**config.mk**
```make
export PLATFORM = sky130hd
export DESIGN_NAME = pipe_stage_buf
export DESIGN_NICKNAME = d
export VERILOG_FILES = /design/src/rtl/pipe_pkg.sv /design/src/rtl/pipe_slot.sv /design/src/rtl/pipe_stage_buf.sv
export SDC_FILE = /design/constraint.sdc
export NUM_CORES = 1
export LEC_CHECK = 0
export ABC_CLOCK_PERIOD_IN_PS = 3400
export BUFFER_PORTS_ARGS = -buffer_cell sky130_fd_sc_hd__buf_2
export CAP_MARGIN = 20
export CORE_UTILIZATION = 45
export CTS_CLUSTER_SIZE = 8
export DETAILED_ROUTE_END_ITERATION = 8
export MAX_ROUTING_LAYER = met4
export PLACE_DENSITY_LB_ADDON = 0.3
export SLEW_MARGIN = 20
export SYNTH_ARGS = -nofsm -noshare
export SYNTH_HDL_FRONTEND = slang
export SYNTH_HIERARCHICAL = 1
export SYNTH_SLANG_ARGS = --single-unit
```
**constraint.sdc**
```tcl
create_clock -name clk -period 3.4 [get_ports clk]
set_clock_uncertainty 0.1 [all_clocks]
set_input_delay 0.17 -clock clk [delete_from_list [all_inputs] [get_ports clk]]
set_output_delay 0.17 -clock clk [all_outputs]
set_load 0.01 [all_outputs]
```
**src/rtl/pipe_pkg.sv**
```systemverilog
// Shared pipeline-boundary definitions: EX/MEM payload layout, control bit indices
// and occupancy encodings used by the stage buffers.
package pipe_pkg;

    localparam int ZERO_W = 1;
    localparam int B_W    = 32;
    localparam int NPC_W  = 32;
    localparam int ALU_W  = 32;
    localparam int RD_W   = 5;

    localparam int RD_LSB   = 0;
    localparam int ALU_LSB  = RD_LSB + RD_W;
    localparam int NPC_LSB  = ALU_LSB + ALU_W;
    localparam int B_LSB    = NPC_LSB + NPC_W;
    localparam int ZERO_LSB = B_LSB + B_W;
    localparam int EXMEM_W  = ZERO_LSB + ZERO_W;

    localparam int EXMEM_CTRL_W = 5;
    localparam int CTRL_BRANCH  = 0;
    localparam int CTRL_MEM_RD  = 1;
    localparam int CTRL_MEM_WR  = 2;
    localparam int CTRL_REG_WR  = 3;
    localparam int CTRL_MEM2REG = 4;

    localparam logic [1:0] EMPTY = 2'd0;
    localparam logic [1:0] ONE   = 2'd1;
    localparam logic [1:0] TWO   = 2'd2;

    // The skid entry is only ever valid behind a valid main entry.
    function automatic logic [1:0] occ_of(input logic main_v, input logic skid_v);
        return {1'b0, main_v} + {1'b0, skid_v};
    endfunction

endpackage

```
**src/rtl/pipe_slot.sv**
```systemverilog
// One buffer entry: valid flag plus payload and control, with clear taking
// priority over load.
module pipe_slot
    import pipe_pkg::*;
#(
    parameter int DATA_W = EXMEM_W,
    parameter int CTRL_W = EXMEM_CTRL_W
) (
    input  logic              clk,
    input  logic              reset,
    input  logic              i_clr,
    input  logic              i_load,
    input  logic [DATA_W-1:0] i_data,
    input  logic [CTRL_W-1:0] i_ctrl,
    output logic              o_valid,
    output logic [DATA_W-1:0] o_data,
    output logic [CTRL_W-1:0] o_ctrl
);

    logic              r_valid;
    logic [DATA_W-1:0] r_data;
    logic [CTRL_W-1:0] r_ctrl;

    // Clear only drops the valid flag; payload keeps stale contents.
    always_ff @(posedge clk or negedge reset) begin
        if (!reset) begin
            r_valid <= 1'b0;
            r_data  <= '0;
            r_ctrl  <= '0;
        end else if (i_clr) begin
            r_valid <= 1'b0;
        end else if (i_load) begin
            r_valid <= 1'b1;
            r_data  <= i_data;
            r_ctrl  <= i_ctrl;
        end
    end

    assign o_valid = r_valid;
    assign o_data  = r_data;
    assign o_ctrl  = r_ctrl;

endmodule

```
**src/rtl/pipe_stage_buf.sv**
```systemverilog
// Pipeline-stage register with valid/ready handshake, flush, optional skid entry
// and a saturating stall-cycle counter.
module pipe_stage_buf
    import pipe_pkg::*;
#(
    parameter int DATA_W = EXMEM_W,
    parameter int CTRL_W = EXMEM_CTRL_W,
    parameter int SKID   = 1,
    parameter int CNT_W  = 16
) (
    input  logic              clk,
    input  logic              reset,
    input  logic              flush,
    input  logic              in_valid,
    output logic              in_ready,
    input  logic [DATA_W-1:0] in_data,
    input  logic [CTRL_W-1:0] in_ctrl,
    output logic              out_valid,
    input  logic              out_ready,
    output logic [DATA_W-1:0] out_data,
    output logic [CTRL_W-1:0] out_ctrl,
    output logic [1:0]        occupancy,
    output logic [CNT_W-1:0]  stall_cnt
);

    logic              w_push, w_pop;
    logic              w_main_valid, w_skid_valid;
    logic              w_main_load, w_main_clr;
    logic [DATA_W-1:0] w_main_data, w_main_din;
    logic [CTRL_W-1:0] w_main_ctrl, w_main_cin;
    logic [CNT_W-1:0]  r_stall_cnt;

    assign w_push = in_valid & in_ready;
    assign w_pop  = w_main_valid & out_ready;

    generate
        if (SKID != 0) begin : g_skid
            logic              w_skid_load, w_skid_clr;
            logic [DATA_W-1:0] w_skid_data;
            logic [CTRL_W-1:0] w_skid_ctrl;

            // Ready comes straight off the skid valid flop, never from out_ready.
            assign in_ready    = !w_skid_valid;
            assign w_main_load = w_skid_valid ? w_pop : (w_push & (!w_main_valid | w_pop));
            assign w_main_clr  = flush | (w_pop & !w_push & !w_skid_valid);
            assign w_skid_load = w_push & w_main_valid & !w_pop;
            assign w_skid_clr  = flush | (w_skid_valid & w_pop);
            assign w_main_din  = w_skid_valid ? w_skid_data : in_data;
            assign w_main_cin  = w_skid_valid ? w_skid_ctrl : in_ctrl;

            pipe_slot #(.DATA_W(DATA_W), .CTRL_W(CTRL_W)) u_skid (
                .clk     (clk),
                .reset   (reset),
                .i_clr   (w_skid_clr),
                .i_load  (w_skid_load),
                .i_data  (in_data),
                .i_ctrl  (in_ctrl),
                .o_valid (w_skid_valid),
                .o_data  (w_skid_data),
                .o_ctrl  (w_skid_ctrl)
            );
        end else begin : g_noskid
            assign w_skid_valid = 1'b0;
            assign in_ready     = !w_main_valid | out_ready;
            assign w_main_load  = w_push;
            assign w_main_clr   = flush | (w_pop & !w_push);
            assign w_main_din   = in_data;
            assign w_main_cin   = in_ctrl;
        end
    endgenerate

    pipe_slot #(.DATA_W(DATA_W), .CTRL_W(CTRL_W)) u_main (
        .clk     (clk),
        .reset   (reset),
        .i_clr   (w_main_clr),
        .i_load  (w_main_load),
        .i_data  (w_main_din),
        .i_ctrl  (w_main_cin),
        .o_valid (w_main_valid),
        .o_data  (w_main_data),
        .o_ctrl  (w_main_ctrl)
    );

    // Flush does not touch the counter; only reset clears it.
    always_ff @(posedge clk or negedge reset) begin
        if (!reset)
            r_stall_cnt <= '0;
        else if (w_main_valid && !out_ready && (r_stall_cnt != {CNT_W{1'b1}}))
            r_stall_cnt <= r_stall_cnt + CNT_W'(1);
    end

    assign out_valid = w_main_valid;
    assign out_data  = w_main_data;
    assign out_ctrl  = w_main_valid ? w_main_ctrl : '0;
    assign occupancy = occ_of(w_main_valid, w_skid_valid);
    assign stall_cnt = r_stall_cnt;

endmodule

```
# Yosys cells after proc, flatten, opt, wreduce, memory -nomap -nowiden
# Cells that the tools add are included.
# word_totals
regBits	232
in_bits	112
word_cells	42
# op_classes
addsub	2
eq_ne	1
muxes	8
bitwise	13
n_reduce_logical	11
# op_table
cell	n
$mux W102	1
$add A16 B1 Y16 const B	1
$ne A16 B16 Y1 const B	1
$mux W5	2
$and A1 B1 Y1	8
$logic_not A1 Y1	5
$mux W1	5
$reduce_and A2 Y1	2
$reduce_bool A2 Y1	2
$or A1 B1 Y1	3
$add A1 B1 Y2	1
$logic_and A1 B1 Y1	2
$not A1 Y1	2

# Logic depth before layout (Yosys ltp)
# Gate-level depths: netlist of the first run.
# logic_depth
word_depth	8
depth_mapped	10

# Hierarchy
# The synthesis of the first run kept the hierarchy.
# by_module_without_submodules
mod	instances	cells_per_inst	area_each_um2	seq_area_each_um2
pipe_slot	2	230	4132.7	2702.6
pipe_stage_buf	1	210	2177.1	400.4

# Least setup slack after synthesis of the first run
# Ideal clock, no wire load.
# synth_path
path_type	register to register
start	reg g_skid.u_skid.r_valid, in the netlist g_skid.u_skid/o_valid
end	reg u_main.r_data[68], in the netlist u_main/o_data[68]
setup_time_ps	125
arrival_ps	1972
required_ps	3175
path_slack_ps	1202
stages_incl_launch_ff	11
cell_sequence	dfrtp_1 -> clkbuf_1 -> buf_2 -> inv_1 -> nor2_1 -> nor3_1 -> nor2b_4 -> buf_6 -> buf_6 -> buf_6 -> mux2_4
# synth_between
word_cells_on_any_way	11
# synth_rtl
element	line_no	rtl
start, declared	pipe_slot.sv:20	logic r_valid;
start signal, assigned	pipe_slot.sv:27	r_valid <= 1'b0;
start signal, assigned	pipe_slot.sv:31	r_valid <= 1'b0;
start signal, assigned	pipe_slot.sv:33	r_valid <= 1'b1;
$logic_not A1 Y1	pipe_stage_buf.sv:43	assign in_ready = !w_skid_valid;
net in_ready	pipe_stage_buf.sv:15	output logic in_ready,
$and A1 B1 Y1	pipe_stage_buf.sv:33	assign w_push = in_valid & in_ready;
$and A1 B1 Y1	pipe_stage_buf.sv:44	assign w_main_load = w_skid_valid ? w_pop : (w_push & (!w_main_valid | w_pop));
$mux W1	pipe_stage_buf.sv:44	
net w_main_load	pipe_stage_buf.sv:28	logic w_main_load, w_main_clr;
$reduce_and A2 Y1 (no line)	n/a	
end signal, assigned	pipe_slot.sv:34	r_data <= i_data;
end, declared	pipe_slot.sv:21	logic [DATA_W-1:0] r_data;
# The timed path passes the listed nets, and every way through them passes these cells.
# A chain may end at the register's enable or synchronous reset.

# Worst setup path in the final report of the first run
# layout_path
start	reg u_main.r_valid, in the netlist u_main/o_valid
end	reg u_main.r_data[45], in the netlist u_main/o_data[45]
# layout_between
word_cells_on_any_way	10
# layout_rtl
element	line_no
start, declared	pipe_slot.sv:20
start signal, assigned	pipe_slot.sv:27
start signal, assigned	pipe_slot.sv:31
start signal, assigned	pipe_slot.sv:33
$and A1 B1 Y1 / $logic_not A1 Y1 (equally long branches)	pipe_stage_buf.sv:34, pipe_stage_buf.sv:44
$or A1 B1 Y1	pipe_stage_buf.sv:44
$and A1 B1 Y1	pipe_stage_buf.sv:44
$mux W1 (*)	pipe_stage_buf.sv:44
net w_main_load	pipe_stage_buf.sv:28
$reduce_and A2 Y1 (no line) (*)	n/a
# The timed path passes the listed nets; every way through them passes the cells marked *.

==> results of run 1 <==
## placed cells by master, fill, tap and decap left out, types with 2 or more instances in the layout
cell type        n
ha_1             2
dfrtp_1        231
nand3_1         10
buf_2          237
o21ai_0          2
nand4_1          5
and3_1           2
clkbuf_16       37
buf_4            5
xnor2_1          5
nor3_1           4
mux2_4          61
xor2_1           5
nor2_1          13
dlygate4sd3_1  111
and2_1           7
inv_1            2
buf_12           4
nor2b_4          2
nand2_1          4
mux2_2         264
a31o_2           2
## final timing paths
path | slack, ps | startpoint | cells past startpoint | endpoint
worst max-delay path | 980 | u_main/o_valid$_DFFE_PN0P_ | 5 | u_main/o_data[45]$_DFFE_PN0P_
worst min-delay path | 40 | in_valid | 4 | g_skid.u_skid/o_valid$_DFFE_PN0P_
worst max register to register | 980 | u_main/o_valid$_DFFE_PN0P_ | 5 | u_main/o_data[45]$_DFFE_PN0P_
worst min register to register | 400 | stall_cnt[15]$_DFFE_PN0P_ | 1 | stall_cnt[15]$_DFFE_PN0P_
min in group asynchronous | 170 | reset | 2 | g_skid.u_skid/o_data[91]$_DFFE_PN0P_
max in group asynchronous | 2150 | reset | 3 | g_skid.u_skid/o_data[17]$_DFFE_PN0P_
## final cells by class
cell class | instances | area share (%)
antenna | 1 | 0.01798
sequential | 232 | 41.73
inverter | 2 | 0.05393
multi-input combinational | 399 | 31.50
tap | 285 | 2.562
timing repair buffer | 358 | 17.46
clock buffer | 38 | 6.679
## metal layers
layer	vias to the layer above	part of all wire [%]	global-route usage (%)
met2	196	47	31.19
li1	3110	-	-
met1	3340	45	25.31
met4	0	2.0	6.365
met5	-	0	-
met3	36	6.0	4.287
## logic make-up (layout without fill, tap and decap cells)
kind of cell             after synthesis  count (layout)
multiplexers                         325             325
flip-flops                           232             232
AND/OR/NAND/NOR                       56              56
buffers and inverters                 39             398
XOR/XNOR                              10              10
AO/OA/AOI/OAI                          6               6
adder cells (fa/ha/maj)                2               2
other                                  0               1
## through the flow
step | std cells | util [%]
2_1_floorplan | 670 | -
3_3_place_gp | 1165 | 52.30
3_5_place_dp | 1165 | 52.30
4_1_cts | 1314 | 61.28
5_1_grt | 1315 | 61.29
6_report | 1315 | 61.29
## sequential cells by signal (all words and copies together) (netlist names)
signal / flops
u_main/o_data: 102
g_skid.u_skid/o_ctrl: 5
g_skid.u_skid/o_valid: 1
u_main/o_valid: 1
u_main/o_ctrl: 5
g_skid.u_skid/o_data: 102
stall_cnt: 16
## worst max-delay path, delay by kind of cell (launching register included)
| family | cells | cell delay, ps |
|---|---|---|
| muxes | 1 | 410 |
| DFF | 1 | 500 |
| and+or+nand+nor | 3 | 730 |
| buffers and inverters | 1 | 500 |
## timing repair
| action | in CTS | in global routing |
|---|---|---|
| resized for setup | 0 | 0 |
| endpoints found under the hold margin | 297 | 0 |
| hold buffers | 111 | 0 |
## where the power goes
group | switching (W) | total, W | internal (W)
Clock | 0.00111 | 0.00301 | 0.00189
Sequential | 0.000419 | 0.00396 | 0.00354
Combinational | 0.000790 | 0.00200 | 0.00121
Total | 0.00232 | 0.00897 | 0.00664
==> flow_summary.ini, run 1 <==
[floorplanning]
dieHeight_microns = 154.3
io_pins = 239
rows = 55
start_util_pct = 45.98
core-area_sq_mm = 0.02271
die_x_microns = 154.3
die_area_sq_mm = 0.02382

[synthesis]
synth_top_family_by_area = multiplexers
ys_async_sr_fraction_pct = 100.0
yosysTopAreaCell = dfrtp_1
synth_compound_gate_area_share_pct = 0.3834
synth_nets = 784
synth_xor_area_share_pct = 0.8387
synth_ff_type = dfrtp_1
synth.avg_cell_area_sq_um = 15.59
synth_top_area_share_pct = 55.60
synthSimpleGateAreaFrac_pct = 3.283
synth-seq-cells = 232
yosys_warnings = 6
ys_top_cells_by_area = dfrtp_1, mux2_2, mux2_4
netlist_area_sq_mm = 0.01044
netlist_top_cells_count = mux2_2, dfrtp_1, mux2_4, buf_2, nor2_1
syn_inst = 670
synth_most_common_cell = mux2_2
synth_cell_type_count = 31
ys_seq_area_share_pct = 55.60
synth-edff-count = 0
synth_fa_ha_area_share_pct = 0.2396
muxShareOfSynthArea_pct = 37.24

[detailed_routing]
drc_errors = 0
dr.pass1.iters = 4
via_count = 6682
drt_wl_total_microns = 22310
drt_iter0_drc = 258
vias_per_cell = 5.081
drt-wirelength-per-cell_microns = 16.97
ant_nets = 0

[setup_path]
cp-end-kind = flop
cp_slowest_stage_delay_ps = 500
slowest_stage = dfrtp_1
worstPathRequired_ps = 3660
critPathMaxFanout = 44
worst_ep_arrival_time_ps = 2680
crit_path_start_kind = flop
crit_chain = and2b_1 > nor3_1 > nor2b_4 > buf_4 > mux2_2
crit_type = reg -> reg

[clock_network]
clock_latency_ps = 490
post-cts-setup-buffer-count = 0
clockBufferDepth = 3
numCtsBuffers = 34
clk_pin_slew_ps = 50
cts_tree = yes
cts.sinks = 232
cts-root-buf = clkbuf_16
htreeDepth = 2

[power_and_ir_drop]
p_leak_nw = 6.403
p_per_area_mw_per_mm2 = 644.2
ir_drop_mv = 0.4007
p_total_w = 0.008967

[global_routing]
grt_max_degree = 97
antenna_found_initial = 1
grt_first_pass_wirelength_microns = 36850
grt_pass1_vias = 7274
grt.total_usage_pct = 19.71
grt_remaining_overflow = 0

[worst_hold_path]
hold_class = in -> reg

[placed_design]
dp_hpwl_microns = 13470
gp_congestion = 0.8254
placed_cell_area_sq_mm = 0.01188
port-buffer-count = 238
dpl_worst_slack_ps = 980.2

[final_layout]
final_nets = 1141
area_growth_pct = 33.30
seq_area_sq_mm = 0.005809
final_area_sq_mm = 0.01392
drive_above_1_share_pct = 60.06
multi_input_area_sq_mm = 0.004384
nFillCells = 1756

[timing]
timing.final.hold_violations = 0
slew_headroom_pct = 44.49
fin_tns_setup_ps = 0
holdWs_ps = 36.43
fin_ws_ps = 980.0
timing.final.crit_period_ps = 2420
setup_viol = 0
period_share_pct = 71.18
rsz0062_at_grt = false
tightest_slew_ps = 832.7
fmax_ghz = 0.4132
drv_slew = 0

[flow_run]
maxCapViolations = 0

[status]
status = finished clean
Power figures use the tool's default switching activity.
==> inputs of run 2 (changes only) <==
--- a/config.mk
+++ b/config.mk
@@ -5,7 +5,7 @@
 export SDC_FILE = /design/constraint.sdc
 export NUM_CORES = 1
 export LEC_CHECK = 0
-export ABC_CLOCK_PERIOD_IN_PS = 3400
+export ABC_CLOCK_PERIOD_IN_PS = 2100
 export BUFFER_PORTS_ARGS = -buffer_cell sky130_fd_sc_hd__buf_2
 export CAP_MARGIN = 20
 export CORE_UTILIZATION = 45
==> constraint.sdc (replaced) <==
create_clock -name clk -period 2.1 [get_ports clk]
set_clock_uncertainty 0.1 [all_clocks]
set_input_delay 0.105 -clock clk [delete_from_list [all_inputs] [get_ports clk]]
set_output_delay 0.105 -clock clk [all_outputs]
set_load 0.01 [all_outputs]
==> run 2 against run 1 <==
  * Critical path depth down 2
  * Combinational power is 69% higher
  * Cell count increased by 1.5%
  * Die area stayed put
  * Power increased by 62%
  * Final area up 1.8%
  * Flip-flop and latch count stayed put
  * Sequential share of layout area is 0.75 points lower
  * First-iteration DRC count up 3.9%
  * Clock power up 57%
  * Largest cell class unchanged
  * Largest power group unchanged
==> flow_summary.ini, run 2 (same netlist as run 1, synthesis figures left out) <==
[worst_hold_path]
hold_class = in -> async

[setup_path]
crit_chain = buf_6 > ha_1 > buf_2
crit_path_start_kind = flop
cp-end-kind = primary output
crit_buf_inv = 2
worstPathRequired_ps = 1890
crit_type = reg -> out
critPathMaxFanout = 40
cpLargestDelayFamily = buffers and inverters
slowest_stage = dfrtp_4
cp_slowest_stage_delay_ps = 460
worst_ep_arrival_time_ps = 1790

[final_layout]
multi_input_area_sq_mm = 0.004389
seq_area_sq_mm = 0.005809
drive_above_1_share_pct = 60.86
nFillCells = 1697
final_core_util_pct = 62.42
final_nets = 1163
layout_common_cells = mux2_2, buf_2, dfrtp_1
fin_cells = 1335
insertedDiodeCount = 0
area_growth_pct = 35.74
layout_commonest_cell = mux2_2

[global_routing]
grt.busiest_layer = met2
grt.total_usage_pct = 20.72
grt_use_met3_pct = 4.147
grt_pass1_vias = 7275
antenna_found_initial = 0
grt_max_degree = 58
grt_util_met1_pct = 27.04
grt_remaining_overflow = 0
grt_first_pass_wirelength_microns = 38320
grtUsageMet2_pct = 32.10

[detailed_routing]
drc_errors = 0
drt-wirelength-per-cell_microns = 17.70
dr.pass1.iters = 4
vias_per_cell = 5.113
via_count = 6826
drt_wl_total_microns = 23640
drt_iter0_drc = 268
ant_nets = 0

[clock_network]
clockBufferDepth = 3
clk_pin_slew_ps = 50
numCtsBuffers = 34
clock_latency_ps = 490
cts.sinks = 232
cts_tree = yes
cts-root-buf = clkbuf_16
htreeDepth = 2

[floorplanning]
die_area_sq_mm = 0.02382
die_x_microns = 154.3
dieHeight_microns = 154.3
start_util_pct = 45.98
rows = 55
core-area_sq_mm = 0.02271
io_pins = 239

[placed_design]
port-buffer-count = 238
dpl_worst_slack_ps = 64.32
dp_hpwl_microns = 14570
dp.cells = 1182
gp_congestion = 0.8997

[timing]
fin_ws_ps = 105.8
drv_slew = 0
fin_tns_setup_ps = 0
timing.final.hold_violations = 0
rsz0062_at_grt = false
setup_viol = 0
timing.final.crit_period_ps = 1994
slew_headroom_pct = 65.72
tightest_slew_ps = 514.2
fmax_ghz = 0.5015
period_share_pct = 94.96
holdWs_ps = 49.41

[power_and_ir_drop]
p_per_area_mw_per_mm2 = 1024
ir_drop_mv = 0.7179
p_leak_nw = 6.532

[flow_run]
maxCapViolations = 0

[status]
status = finished clean
==> run 2: cell type report <==
class / instances / area share [%]
Clock buffer: 36 / 6.205
Clock inverter: 1 / 0.06179
Inverter: 2 / 0.07062
Multi-Input combinational cell: 399 / 30.96
Sequential cell: 232 / 40.98
Tap cell: 285 / 2.516
Timing Repair Buffer: 380 / 19.20
==> run 2: stage by stage <==
step	power [W]	area, sq um
after global routing	0.01527	14170
after global placement	0.009505	12110
after floorplan	0.008350	10480
after CTS	0.01464	14130
final	0.01451	14170
after detailed placement	0.009622	12110
==> run 2: layer usage <==
metal | vias up | wire length (microns)
met2 | 204 | 10890
met3 | 57 | 1300
met1 | 3423 | 10760
met5 | - | 0
met4 | 0 | 683
li1 | 3142 | -
==> run 2: what timing repair did <==
action,4_1_cts,5_1_grt
buffers inserted,0,2
gates resized for setup,1,1
cloned,0,1
hold buffers,113,0
setup endpoints to repair,1,107
endpoints found under the hold margin,448,0
==> run 2: path summary, 6_finish.rpt <==
path | startpoint | to | slack [ps] | cells past startpoint
min reg2reg | g_skid.u_skid/o_data[13]$_DFFE_PN0P_ | g_skid.u_skid/o_data[13]$_DFFE_PN0P_ | 400 | 1
min in group clk | in_data[2] | g_skid.u_skid/o_data[2]$_DFFE_PN0P_ | 300 | 3
min | reset | g_skid.u_skid/o_data[92]$_DFFE_PN0P_ | 50 | 2
max | g_skid.u_skid/o_valid$_DFFE_PN0P_ | occupancy[0] | 110 | 3
max in group asynchronous | reset | g_skid.u_skid/o_data[28]$_DFFE_PN0P_ | 1170 | 3
max reg2reg | g_skid.u_skid/o_valid$_DFFE_PN0P_ | u_main/o_data[91]$_DFFE_PN0P_ | 110 | 7
==> run 2: power breakdown <==
group	switching, W	internal (W)	leakage [nW]
registers	0.000658	0.00573	2.81
logic	0.00135	0.00203	3.28
clock network	0.00182	0.00292	0.437
